===== config.mk =====
export PLATFORM = sky130hd
export DESIGN_NAME = engine_alu_ops_result_buffer
export DESIGN_NICKNAME = d
export VERILOG_FILES = /design/src/rtl/engine_alu_ops_result_buffer_pkg.sv /design/src/rtl/engine_alu_ops_result_fifo.sv /design/src/rtl/engine_alu_ops_result_buffer.sv
export SDC_FILE = /design/constraint.sdc
export NUM_CORES = 1
export LEC_CHECK = 0
export CAP_MARGIN = 25
export CORE_MARGIN = 2
export CORE_UTILIZATION = 40
export CTS_CLUSTER_DIAMETER = 100
export DETAILED_ROUTE_END_ITERATION = 8
export HOLD_SLACK_MARGIN = 0.02
export SYNTH_ARGS = -nofsm -noshare
export SYNTH_HDL_FRONTEND = slang
export SYNTH_SLANG_ARGS = --single-unit
export TNS_END_PERCENT = 5

===== constraint.sdc =====
create_clock -name ap_clk -period 4.08 [get_ports ap_clk]
set_input_delay 1.224 -clock ap_clk [delete_from_list [all_inputs] [get_ports ap_clk]]
set_output_delay 1.224 -clock ap_clk [all_outputs]
set_load 0.01 [all_outputs]

===== src/rtl/engine_alu_ops_result_buffer_pkg.sv =====
// Shared engine types used by the ALU-ops result buffer and its FIFO.
package engine_alu_ops_result_buffer_pkg;

   // Kernel result packet: four 16-bit fields, field[0] in the low bits.
   typedef struct packed {
      logic [3:0][15:0] field;
   } EnginePacketData;

   typedef enum logic [1:0] {
      IDLE,
      RUN,
      DRAIN,
      DONE
   } engine_alu_ops_result_buffer_state_e;

   // Bit positions within the 2-bit sticky error vector; sized to index it directly.
   localparam logic ALU_RESULT_BUFFER_ERR_OVERFLOW = 1'b0;
   localparam logic ALU_RESULT_BUFFER_ERR_EXCESS   = 1'b1;

endpackage


===== src/rtl/engine_alu_ops_result_fifo.sv =====
// Synchronous first-word-fall-through FIFO holding kernel result packets.
// The head entry is presented straight from the storage flops, so a push
// into an empty FIFO is visible on head_data the cycle after the write.
module engine_alu_ops_result_fifo
   import engine_alu_ops_result_buffer_pkg::*;
#(
   parameter int unsigned DEPTH = 16
) (
   input  logic                      ap_clk,
   input  logic                      areset_n,
   input  logic                      clear,
   input  logic                      push,
   input  EnginePacketData           push_data,
   input  logic                      pop,
   output EnginePacketData           head_data,
   output logic                      full,
   output logic                      empty,
   output logic [$clog2(DEPTH):0]    occupancy
);

   localparam int unsigned AW = $clog2(DEPTH);

   EnginePacketData mem [DEPTH];
   logic [AW-1:0]   wr_ptr;
   logic [AW-1:0]   rd_ptr;

   // Storage write; contents need no reset because empty gates the head.
   always_ff @(posedge ap_clk) begin
      if (push) begin
         mem[wr_ptr] <= push_data;
      end
   end

   // Pointers wrap naturally; occupancy tracks fill level for full/empty.
   always_ff @(posedge ap_clk or negedge areset_n) begin
      if (!areset_n) begin
         wr_ptr    <= '0;
         rd_ptr    <= '0;
         occupancy <= '0;
      end else if (clear) begin
         wr_ptr    <= '0;
         rd_ptr    <= '0;
         occupancy <= '0;
      end else begin
         if (push) begin
            wr_ptr <= wr_ptr + AW'(1);
         end
         if (pop) begin
            rd_ptr <= rd_ptr + AW'(1);
         end
         if (push && !pop) begin
            occupancy <= occupancy + (AW+1)'(1);
         end else if (!push && pop) begin
            occupancy <= occupancy - (AW+1)'(1);
         end
      end
   end

   // Status flags and zero-gated head packet.
   always_comb begin
      full      = (occupancy == (AW+1)'(DEPTH));
      empty     = (occupancy == '0);
      head_data = empty ? '0 : mem[rd_ptr];
   end

endmodule


===== src/rtl/engine_alu_ops_result_buffer.sv =====
// Result buffer behind the ALU-ops kernel: captures flagged results into a
// FIFO, re-emits them on a valid/ready stream, throttles upstream through
// prog_full, counts packets against a configured quota and reports done.
module engine_alu_ops_result_buffer
   import engine_alu_ops_result_buffer_pkg::*;
#(
   parameter int unsigned FIFO_DEPTH          = 16,
   parameter int unsigned PROG_FULL_THRESHOLD = FIFO_DEPTH - 4,
   parameter int unsigned COUNT_WIDTH         = 32
) (
   input  logic                   ap_clk,
   input  logic                   areset_n,
   input  logic                   clear,
   input  logic                   config_valid,
   input  logic [COUNT_WIDTH-1:0] expected_count,
   input  logic                   in_valid,
   input  EnginePacketData        in_data,
   output logic                   prog_full,
   output logic                   out_valid,
   input  logic                   out_ready,
   output EnginePacketData        out_data,
   output logic                   out_last,
   output logic                   done,
   output logic [1:0]             error,
   output logic [COUNT_WIDTH-1:0] out_count
);

   localparam int unsigned AW = $clog2(FIFO_DEPTH);

   engine_alu_ops_result_buffer_state_e state_q;
   engine_alu_ops_result_buffer_state_e state_d;

   logic [COUNT_WIDTH-1:0] exp_q;
   logic [COUNT_WIDTH-1:0] in_count_q;
   logic [COUNT_WIDTH-1:0] in_count_d;

   logic                   fifo_full;
   logic                   fifo_empty;
   logic [AW:0]            fifo_occ;
   logic [AW:0]            occ_next;
   EnginePacketData        head_data;

   logic                   push_req;
   logic                   push_en;
   logic                   pop_en;
   logic                   drop;
   logic                   excess;
   logic                   quota_hit;

   // Handshake qualification; a full FIFO still accepts when the head leaves this cycle.
   always_comb begin
      push_req   = in_valid && (state_q == RUN);
      pop_en     = !fifo_empty && out_ready;
      push_en    = push_req && (!fifo_full || pop_en);
      drop       = push_req && fifo_full && !pop_en;
      excess     = in_valid && ((state_q == DRAIN) || (state_q == DONE));
      in_count_d = (push_en && (in_count_q != '1)) ? in_count_q + COUNT_WIDTH'(1) : in_count_q;
      quota_hit  = (exp_q != '0) && (in_count_d == exp_q);
      occ_next   = fifo_occ + (AW+1)'(push_en) - (AW+1)'(pop_en);
   end

   engine_alu_ops_result_fifo #(
      .DEPTH (FIFO_DEPTH)
   ) u_fifo (
      .ap_clk    (ap_clk),
      .areset_n  (areset_n),
      .clear     (clear),
      .push      (push_en),
      .push_data (in_data),
      .pop       (pop_en),
      .head_data (head_data),
      .full      (fifo_full),
      .empty     (fifo_empty),
      .occupancy (fifo_occ)
   );

   // FSM state register; clear returns to IDLE ahead of any transition.
   always_ff @(posedge ap_clk or negedge areset_n) begin
      if (!areset_n) begin
         state_q <= IDLE;
      end else if (clear) begin
         state_q <= IDLE;
      end else begin
         state_q <= state_d;
      end
   end

   // FSM next state; RUN leaves on the push that completes the quota so the
   // following packet is already treated as excess.
   always_comb begin
      state_d = state_q;
      case (state_q)
         IDLE:    if (config_valid) state_d = RUN;
         RUN:     if (quota_hit)    state_d = DRAIN;
         DRAIN:   if (fifo_empty)   state_d = DONE;
         DONE:    state_d = DONE;
         default: state_d = IDLE;
      endcase
   end

   // FSM and stream outputs.
   always_comb begin
      out_valid = !fifo_empty;
      out_data  = head_data;
      done      = (state_q == DONE);
      out_last  = !fifo_empty && (exp_q != '0) && (out_count == exp_q - COUNT_WIDTH'(1));
   end

   // Quota latch, saturating counters, sticky errors and registered prog_full.
   always_ff @(posedge ap_clk or negedge areset_n) begin
      if (!areset_n) begin
         exp_q      <= '0;
         in_count_q <= '0;
         out_count  <= '0;
         error      <= '0;
         prog_full  <= 1'b0;
      end else if (clear) begin
         exp_q      <= '0;
         in_count_q <= '0;
         out_count  <= '0;
         error      <= '0;
         prog_full  <= 1'b0;
      end else begin
         if ((state_q == IDLE) && config_valid) begin
            exp_q <= expected_count;
         end
         in_count_q <= in_count_d;
         if (pop_en && (out_count != '1)) begin
            out_count <= out_count + COUNT_WIDTH'(1);
         end
         if (drop) begin
            error[ALU_RESULT_BUFFER_ERR_OVERFLOW] <= 1'b1;
         end
         if (excess) begin
            error[ALU_RESULT_BUFFER_ERR_EXCESS] <= 1'b1;
         end
         prog_full <= (occ_next >= (AW+1)'(PROG_FULL_THRESHOLD));
      end
   end

endmodule

==> results of run 1 <==
state kept, by name (all words and copies together) (netlist names):
register / flops
error: 2
exp_q: 32
in_count_q: 32
out_count: 32
prog_full: 1
state_q: 2
u_fifo.mem: 1024
u_fifo.occupancy: 5
u_fifo.rd_ptr: 4
u_fifo.wr_ptr: 4
per-stage QoR:
step	hold WS, ns	setup WS, ns	instances
2_1_floorplan	0.519	-0.351	2507
5_1_grt	0.457	-1.27	4593
3_5_place_dp	0.484	-0.993	4358
4_1_cts	0.421	-1.13	4580
3_3_place_gp	0.478	-1.02	4358
6_report	0.457	-1.07	4593
cell usage after synthesis (4+ instances only):
library cell	n	share of area, %
or3_1	11	0.15
mux4_2	320	15
buf_6	10	0.24
nand3b_1	6	0.095
xor2_1	51	0.95
o21ai_0	58	0.62
mux2i_1	7	0.15
inv_1	28	0.22
and2_1	82	1.1
nor2_1	116	0.92
edfxtp_1	1024	65
or4_1	11	0.18
nor3b_1	6	0.095
nand3_1	37	0.39
nor3_1	22	0.23
nor2b_1	17	0.23
o2111ai_1	4	0.074
a21oi_1	38	0.40
nand2b_1	42	0.56
and4_1	9	0.17
buf_1	29	0.23
nor4_2	4	0.11
clkbuf_1	100	0.80
a211oi_1	6	0.095
buf_2	7	0.074
and3_1	18	0.24
nor4_1	18	0.24
nand4_1	35	0.46
dfrtp_1	114	6.0
a21o_1	4	0.064
nand2_1	96	0.76
ha_1	17	0.45
xnor2_1	67	1.2
a31oi_1	7	0.093
a41oi_1	5	0.093
cell type report:
cell class | count | area share, %
clock inverters | 71 | 1.26
multi-input cells | 1192 | 22.6
repair buffers | 493 | 8.93
flip-flops and latches | 1138 | 58.4
well taps | 1524 | 3.31
inverters | 29 | 0.189
clock buffers | 146 | 5.32
cell usage in the layout (no fill, tap or decap), types with 9 or more instances in the layout:
cell	n
and3_1	14
clkinv_1	23
mux4_2	320
or4_1	9
edfxtp_1	1024
nand4_1	35
clkbuf_1	26
nor2b_1	17
bufinv_16	11
nor4_1	14
ha_1	17
nor2_1	115
inv_1	27
xnor2_1	67
o21ai_0	58
and2_4	21
dfrtp_1	110
xor2_1	51
nand3_1	37
clkinv_2	19
buf_6	14
a21oi_1	38
and2_1	61
clkbuf_16	119
buf_12	66
nor3_1	20
or3_1	10
nand2b_1	42
clkdlybuf4s50_1	174
nand2_1	96
buf_4	215
power groups by stage:
stage	Combinational, W	Clock [W]	Sequential (W)
global placement	0.00663	0	0.0131
CTS	0.00687	0.0108	0.0129
finish	0.00686	0.0106	0.0129
floorplan	0.00385	0	0.0131
global route	0.00739	0.0112	0.0129
detailed placement	0.00671	0	0.0131
routing by layer:
metal	global-route usage [%]	part of all wire, %	up-vias
met3	3.61	5.0	158
met1	27.9	43	13400
met4	4.58	2.0	12
met5	0	0.066	-
met2	33.5	50	707
li1	-	-	11000
worst max-delay path, delay by kind of cell, from the launching register on:
| family | cells | cell delay [ns] |
|---|---|---|
| buffers and inverters | 2 | 0.33 |
| AO/OA/AOI/OAI | 3 | 0.85 |
| XOR/XNOR | 1 | 0.14 |
| multiplexers | 1 | 0.11 |
| flip-flops | 1 | 0.38 |
| AND/OR/NAND/NOR | 4 | 1.40 |
final timing paths:
kind | from | to | slack [ns] | cells past startpoint
worst max-delay path | exp_q[14]$_DFFE_PN0P_ | out_last | -1.07 | 11
worst min-delay path | areset_n | out_count[26]$_DFFE_PN0P_ | 0.46 | 1
worst max register to register | in_count_q[0]$_DFF_PN0_ | state_q[0]$_DFFE_PN0P_ | 0.28 | 11
worst min register to register | error[1]$_DFFE_PN0P_ | error[1]$_DFFE_PN0P_ | 0.50 | 2
max in group asynchronous | areset_n | in_count_q[9]$_DFF_PN0_ | 2.76 | 2
min in group ap_clk | error[1]$_DFFE_PN0P_ | error[1]$_DFFE_PN0P_ | 0.50 | 2
cells by family after synthesis:
group,synth area share [%]
DFF,71.2
and+or+nand+nor,6.54
muxes,15.5
buffers and inverters,1.60
AOI/OAI and AO/OA,2.19
xor gates and xnor gates,2.39
adders and majority gates,0.536
timing repair:
item | in CTS | in global routing
pin swaps | 4 | 0
resized for setup | 98 | 41
setup endpoints to repair | 66 | 67
gates cloned | 1 | 2
setup buffers | 4 | 11
==> impl_metrics.toml, run 1 <==
[synthesis]
synthFlopType = "edfxtp_1"
synth-edff-count = 1024
synth_async_sr_flop_share_pct = 10.0
yosysSeqAreaShare_pct = 71.2
synth_warnings = 0
syn_nets = 2628
postSynthAreaPerCell_um2 = 18.8
syn_inst = 2507
netlist_area_um2 = 47200
ys_ff_latch = 1138
synth_cell_types = 88

[cells_and_area]
multi_input_area_um2 = 13000
drive_gt1_share_pct = 28.9
final_nets = 3092
design_area_um2 = 57600
syn_to_final_growth_pct = 22.1
fillers = 9484
diodes = 0
regArea_um2 = 33600
fin_util_pct = 49.4

[cts]
cts_tree = "yes"
htree_levels = 3
cts_buffer_depth = 3
cts.clk_slew.worst_paths_ns = 0.06
postCtsHoldBufs = 0
cts_root_buf = "clkbuf_16"
numCtsBuffers = 117
clkSinkCount = 1138
clkLatencyLatePin_ns = 0.73

[timing]
rsz0062_at_grt = "yes"
fin_ws_ns = -1.07
slew_viol_final = 0
finClkSkew_ns = 0.0826
fmax_mhz = 194
fin_crit_sh_pct = 126
setup_viol = 56
slew_headroom_pct = 52.7
worstMarginPinSlew_ns = 0.703
finalHoldViolCount = 0
fin_tns_setup_ns = -18.31
post-route-min-period_ns = 5.15

[global_route]
grt_pass1_wl_um = 181000
grtUsageTotal_pct = 20.2
antenna_found_initial = 6
grt-ovfl-total = 0
grt_max_degree = 65
grt_pass1_vias = 26600

[power]
pwr-share-clk_pct = 34.8
cellPowerDensity_nw_per_um2 = 526
p_comb_share_pct = 22.6
internal-power_w = 0.0226
p_sw_w = 0.00769
p_seq_share_pct = 42.6
leakage_nw = 18.8
vdd_drop_max_uv = 389
switching_share_pct = 25.3
p_total_w = 0.0303

[worst_setup_path]
critPathRequiredTime_ns = 2.86
crit_path_cell_trace = "or3_4, or4_4, or4_4, buf_6, nor2_4, xnor2_1, mux2i_1, a2111oi_2, o2111ai_2, a2111oi_2, buf_2"
max_stage_delay_ns = 0.47
worstPathArrival_ns = 3.93
critPathKind = "flop to primary output"
startpoint_type = "flop"
worst-path-max-fanout = 3
cp_slowest_cell = "or4_4"
worst_setup_path_end_kind = "primary output"

[placed_design]
dp_hpwl_um = 72000
port_buffers = 203
gp_congestion = 0.875
placed_cell_area_um2 = 53500

[worst_hold_path]
hold_class = "primary input to async pin"

[route]
via_count = 25300
first_pass_iters = 5
wl_per_cell_um = 26.6
antenna_left = 0
drt_wl_total_um = 122000
first_iter_violations = 2381
viasPerCell = 5.50
drc = 0

[job]
cap_violations = 0

[outcome]
outcome = "finished with violations"
violations = "negative setup slack"

[floorplanning]
die_w_um = 347
fp.dieArea_um2 = 121000
core_area_um2 = 117000
rows = 125
initial_core_util_pct = 40.5
die_h_um = 347
ioPinCount = 204
Power figures use the tool's default switching activity.
==> run 2, diff against run 1 <==
--- a/config.mk
+++ b/config.mk
@@ -7,7 +7,7 @@
 export LEC_CHECK = 0
 export CAP_MARGIN = 25
 export CORE_MARGIN = 2
-export CORE_UTILIZATION = 40
+export CORE_UTILIZATION = 45
 export CTS_CLUSTER_DIAMETER = 100
 export DETAILED_ROUTE_END_ITERATION = 8
 export HOLD_SLACK_MARGIN = 0.02
==> run 2 against run 1 <==
  * The run still ends with negative setup slack left
  * Register-to-register slack worse by 0.17 ns
  * Worst hold slack improved by 0.065 ns
  * Die area decreased by 11%
  * Clock skew fell by 0.038 ns
  * Fmax rose by 2.7%
  * Worst setup slack improved by 0.13 ns
  * Sequential power is essentially flat
  * Final area about the same
==> impl_metrics.toml, run 2 (synthesized netlist as in run 1, its figures left out) <==
[timing]
fin_crit_sh_pct = 123
post-route-min-period_ns = 5.02
fin_tns_setup_ns = -16.04
setup_viol = 65
finalHoldViolCount = 0
worstMarginPinSlew_ns = 0.844
rsz0062_at_grt = "yes"
slew_viol_final = 0
fmax_mhz = 199
fin_ws_ns = -0.936
finClkSkew_ns = 0.0443
slew_headroom_pct = 43.2

[cts]
clkLatencyLatePin_ns = 0.71
cts_tree = "yes"
cts_buffer_depth = 3
htree_levels = 3
numCtsBuffers = 114
cts.clk_slew.worst_paths_ns = 0.06
postCtsHoldBufs = 0
clkSinkCount = 1138
cts_root_buf = "clkbuf_16"

[cells_and_area]
final_nets = 3113
diodes = 0
top_register = "u_fifo.mem"
layout_common_cells = "1024 x edfxtp_1, 320 x mux4_2, 222 x buf_4"
drive_gt1_share_pct = 30.5
final_common_cell = "edfxtp_1"
multi_input_area_um2 = 13100
largest_reg_flops = 1024
fin_util_pct = 55.5
syn_to_final_growth_pct = 22.2
regArea_um2 = 33600
fillers = 7998

[global_route]
antenna_found_initial = 10
grt_pass1_wl_um = 180000
grt_pass1_vias = 26900
grt_max_degree = 65
grt-ovfl-total = 0
grtUsageTotal_pct = 22.9

[worst_setup_path]
startpoint_type = "flop"
max_stage_delay_ns = 0.47
rr_startpoint = "in_count_q[1]$_DFF_PN0_"
critPathKind = "flop to primary output"
rr_worst_depth = 11
worst-path-max-fanout = 3
cp_num_buf_inv = 2
cp_slowest_cell = "or4_4"
crit_path_cell_trace = "or3_4, or4_4, or4_4, buf_6, nor2_4, xnor2_2, mux2i_1, a2111oi_2, o2111ai_2, a2111oi_2, buf_2"
worst_setup_path_end_kind = "primary output"
r2r_setup_slack_ns = 0.11
r2r_end = "state_q[0]$_DFFE_PN0P_"
critPathRequiredTime_ns = 2.86
worstPathArrival_ns = 3.79
cp_top_family = "simple AND/OR/NAND/NOR gates"

[outcome]
violations = "negative setup slack"
outcome = "finished with violations"

[route]
antenna_left = 0
first_pass_iters = 6
viasPerCell = 5.72
via_count = 25500
drc = 0
wl_per_cell_um = 27.4
drt_wl_total_um = 122000
first_iter_violations = 2226

[floorplanning]
core_area_um2 = 104000
initial_core_util_pct = 45.4
ioPinCount = 204
fp.dieArea_um2 = 107000
die_w_um = 328
die_h_um = 328
rows = 118

[placed_design]
gp_congestion = 0.929
pre_cts_ws_ns = -0.851
dp_hpwl_um = 75900
port_buffers = 203

[power]
vdd_drop_max_uv = 356
leakage_nw = 19.0
cellPowerDensity_nw_per_um2 = 524

[worst_hold_path]
hold_depth = 2
hold-path-endpoint = "error[1]$_DFFE_PN0P_"
hold_class = "flop to flop"
hold_start = "error[1]$_DFFE_PN0P_"

[job]
cap_violations = 0
run 2: changes by cell type in the layout (fill, tap and decap cells not counted), moves of 5 or more:
cell	previous run	this run
and2_1	61	43
and2_4	21	38
buf_12	66	76
buf_4	215	222
buf_6	14	23
clkbuf_1	26	18
clkbuf_2	7	15
clkdlybuf4s50_1	174	153
dlygate4sd2_1	4	9
inv_6	7	2
run 2: timing repair:
action | in CTS | in global routing
cloned | 2 | 3
resized for setup | 142 | 86
pin swaps | 8 | 6
setup buffers | 8 | 4
endpoints found under the setup margin | 68 | 66
run 2: layout make-up:
| class | instances | area share (%) |
|---|---|---|
| clock inverter | 65 | 1.03 |
| inverter | 29 | 0.189 |
| timing repair buffer | 517 | 9.55 |
| clock buffer | 139 | 5.27 |
| multi-input combinational | 1192 | 22.7 |
| tap | 1380 | 2.99 |
| sequential | 1138 | 58.3 |
run 2: routing by layer:
metal	vias up	track usage, %	wire [um]
met4	14	5.85	2840
met2	748	39.9	62900
met5	-	0	85
met1	13500	30.2	50100
met3	184	3.61	6020
li1	11100	-	-
run 2: worst reg2reg max path, cell delays in order, from the launching register on:
cell      delay [ns]
dfrtp_1         0.36
ha_1            0.23
nand4_1         0.22
buf_4           0.23
nor4_1          0.70
nand4_1         0.25
xor2_1          0.26
xor2_1          0.20
o221ai_1        0.13
or4_1           0.45
or4_1           0.60
o21a_1          0.20
run 2: report_power, final:
group	leakage, nW	internal [W]	total (W)	switching (W)
sequential	10.8	0.0128	0.0129	0.0000785
combinational	6.47	0.00393	0.00714	0.00321
clock	1.74	0.00573	0.0102	0.00444
run 2: worst max path at each step:
stage                          startpoint                          to  cells past startpoint  slack (ns)
floorplan                        in_valid  u_fifo.mem[5][0]$_DFFE_PP_                      9       -0.35
global placement    exp_q[14]$_DFFE_PN0P_                    out_last                     10       -0.92
detailed placement  exp_q[14]$_DFFE_PN0P_                    out_last                     11       -0.85
CTS                 exp_q[14]$_DFFE_PN0P_                    out_last                     11       -1.07
global route        exp_q[14]$_DFFE_PN0P_                    out_last                     11       -1.14
finish              exp_q[14]$_DFFE_PN0P_                    out_last                     11       -0.94
run 2: stage by stage:
| step | hold slack [ns] | total power [W] | instance area, um^2 | instances |
|---|---|---|---|---|
| 2_1_floorplan | 0.519 | 0.0170 | 47200 | 2507 |
| 4_1_cts | 0.528 | 0.0304 | 57400 | 4453 |
| 6_report | 0.522 | 0.0302 | 57700 | 4460 |
| 3_5_place_dp | 0.497 | 0.0199 | 53500 | 4239 |
| 5_1_grt | 0.586 | 0.0313 | 57700 | 4460 |
| 3_3_place_gp | 0.505 | 0.0198 | 53500 | 4239 |
==> run 3, diff against run 2 <==
--- a/config.mk
+++ b/config.mk
@@ -6,11 +6,15 @@
 export NUM_CORES = 1
 export LEC_CHECK = 0
 export CAP_MARGIN = 25
+export CELL_PAD_IN_SITES_DETAIL_PLACEMENT = 1
+export CELL_PAD_IN_SITES_GLOBAL_PLACEMENT = 1
 export CORE_MARGIN = 2
 export CORE_UTILIZATION = 45
 export CTS_CLUSTER_DIAMETER = 100
 export DETAILED_ROUTE_END_ITERATION = 8
+export GPL_TIMING_DRIVEN = 0
 export HOLD_SLACK_MARGIN = 0.02
+export PLACE_DENSITY_LB_ADDON = 0.1
 export SYNTH_ARGS = -nofsm -noshare
 export SYNTH_HDL_FRONTEND = slang
 export SYNTH_SLANG_ARGS = --single-unit
==> run 3 against run 2 <==
  * The run still ends with negative setup slack left
  * Die area unchanged
  * Routed wire length up 9.5%
  * Via count up 1.1%
  * Critical endpoint unchanged
==> impl_metrics.toml, run 3 (synthesized netlist as in run 1, its figures left out) <==
[worst_setup_path]
crit_start = "exp_q[14]$_DFFE_PN0P_"
rr_startpoint = "in_count_q[0]$_DFF_PN0_"
worst_setup_path_end_kind = "primary output"
worstPathArrival_ns = 4.11
rr_worst_depth = 12
crit_end = "out_last"
r2r_end = "state_q[0]$_DFFE_PN0P_"
startpoint_type = "flop"
worst-path-max-fanout = 10
critPathRequiredTime_ns = 2.86
critPathKind = "flop to primary output"
r2r_setup_slack_ns = 0.13

[cells_and_area]
design_area_um2 = 57300
drive_gt1_share_pct = 29.6
final_common_cell = "edfxtp_1"
layout_common_cells = "1024 x edfxtp_1, 320 x mux4_2, 135 x clkdlybuf4s50_1"
fin_util_pct = 55.2
top_register = "u_fifo.mem"
multi_input_area_um2 = 13400
final_nets = 3047
fillers = 9187
regArea_um2 = 33600
largest_reg_flops = 1024
syn_to_final_growth_pct = 21.4

[placed_design]
port_buffers = 202
dp_hpwl_um = 82200
placed_cell_area_um2 = 51900
gp_congestion = 0.873

[timing]
fin_crit_sh_pct = 131
setup_viol = 66
slew_viol_final = 0
rsz0062_at_grt = "yes"
finalHoldViolCount = 0
fin_tns_setup_ns = -20.11
slew_headroom_pct = 36.5
fmax_mhz = 187
worstMarginPinSlew_ns = 0.952
fin_ws_ns = -1.25
finClkSkew_ns = 0.0763
post-route-min-period_ns = 5.33

[route]
via_count = 25800
viasPerCell = 5.86
wl_per_cell_um = 30.3
drt_wl_total_um = 134000
first_iter_violations = 2333
drc = 0
antenna_left = 0
first_pass_iters = 6

[global_route]
grt_max_degree = 91
grt_pass1_vias = 27700
antenna_found_initial = 11
grtUsageTotal_pct = 25.1
grt_pass1_wl_um = 194000
grt-ovfl-total = 0

[cts]
clkSinkCount = 1138
numCtsBuffers = 115
cts_tree = "yes"
postCtsHoldBufs = 0
clkLatencyLatePin_ns = 0.75
cts.clk_slew.worst_paths_ns = 0.06
cts_buffer_depth = 3
htree_levels = 3
cts_root_buf = "clkbuf_16"

[power]
vdd_drop_max_uv = 460
cellPowerDensity_nw_per_um2 = 546
leakage_nw = 18.7
p_total_w = 0.0313

[floorplanning]
die_h_um = 328
initial_core_util_pct = 45.4
core_area_um2 = 104000
die_w_um = 328
fp.dieArea_um2 = 107000
rows = 118
ioPinCount = 204

[job]
cap_violations = 0

[outcome]
violations = "negative setup slack"
outcome = "finished with violations"

[worst_hold_path]
hold_class = "primary input to async pin"
[run 3: per-stage QoR]
stage	hold WS [ns]	std cells	setup WS, ns
2_1_floorplan	0.519	2507	-0.351
3_3_place_gp	0.480	4089	-3.76
3_5_place_dp	0.516	4138	-1.93
4_1_cts	0.337	4383	-1.43
5_1_grt	0.358	4406	-1.48
6_report	0.384	4407	-1.25
[run 3: final cells by class]
cell class / count / area share [%]
timing repair buffer: 311 / 6.41
buffer: 139 / 1.91
inverter: 29 / 0.208
antenna: 2 / 0.00874
clock inverter: 70 / 1.12
clock buffer: 146 / 5.30
sequential: 1138 / 58.7
multi-input combinational: 1192 / 23.4
tap: 1380 / 3.01
[run 3: how the worst min path moves through the flow]
stage,to,depth (start not counted)
after global routing,u_fifo.wr_ptr[0]$_DFFE_PN0P_,1
final,prog_full$_DFF_PN0_,1
after CTS,u_fifo.wr_ptr[3]$_DFFE_PN0P_,1
after floorplan,state_q[0]$_DFFE_PN0P_,1
after global placement,error[0]$_DFFE_PN0P_,2
after detailed placement,error[1]$_DFFE_PN0P_,2
[run 3: layer usage]
metal	share of wire (%)	routed length, um	global-route usage, %	vias up
met5	0.077	103	0	-
met1	43	57300	34.9	13900
met4	2.3	3090	6.72	16
met2	49	65400	40.7	760
met3	5.7	7630	5.03	177
li1	-	-	-	10900
[run 3: timing repair]
| item | in CTS | in global routing |
|---|---|---|
| setup buffers | 34 | 28 |
| pin swaps | 33 | 33 |
| endpoints found under the setup margin | 455 | 210 |
| cloned | 2 | 0 |
| resized for setup | 536 | 154 |
[run 3: critical path, stage by stage, from the launching register on]
cell and delay, ns:
dfrtp_1 0.36, buf_4 0.18, or3_4 0.42, or4_4 0.45
or4_4 0.49, nor2_2 0.19, xnor2_1 0.15, mux2i_1 0.11
a2111oi_2 0.35, o2111ai_2 0.22, a2111oi_4 0.28, buf_2 0.20
[run 3: power by group]
part / switching [W] / leakage [nW] / internal (W) / total [W]
clock: 0.00458 / 1.78 / 0.00573 / 0.0103
sequential: 0.000114 / 10.8 / 0.0128 / 0.0129
combinational: 0.00366 / 6.19 / 0.00438 / 0.00804
total: 0.00836 / 18.7 / 0.0229 / 0.0313
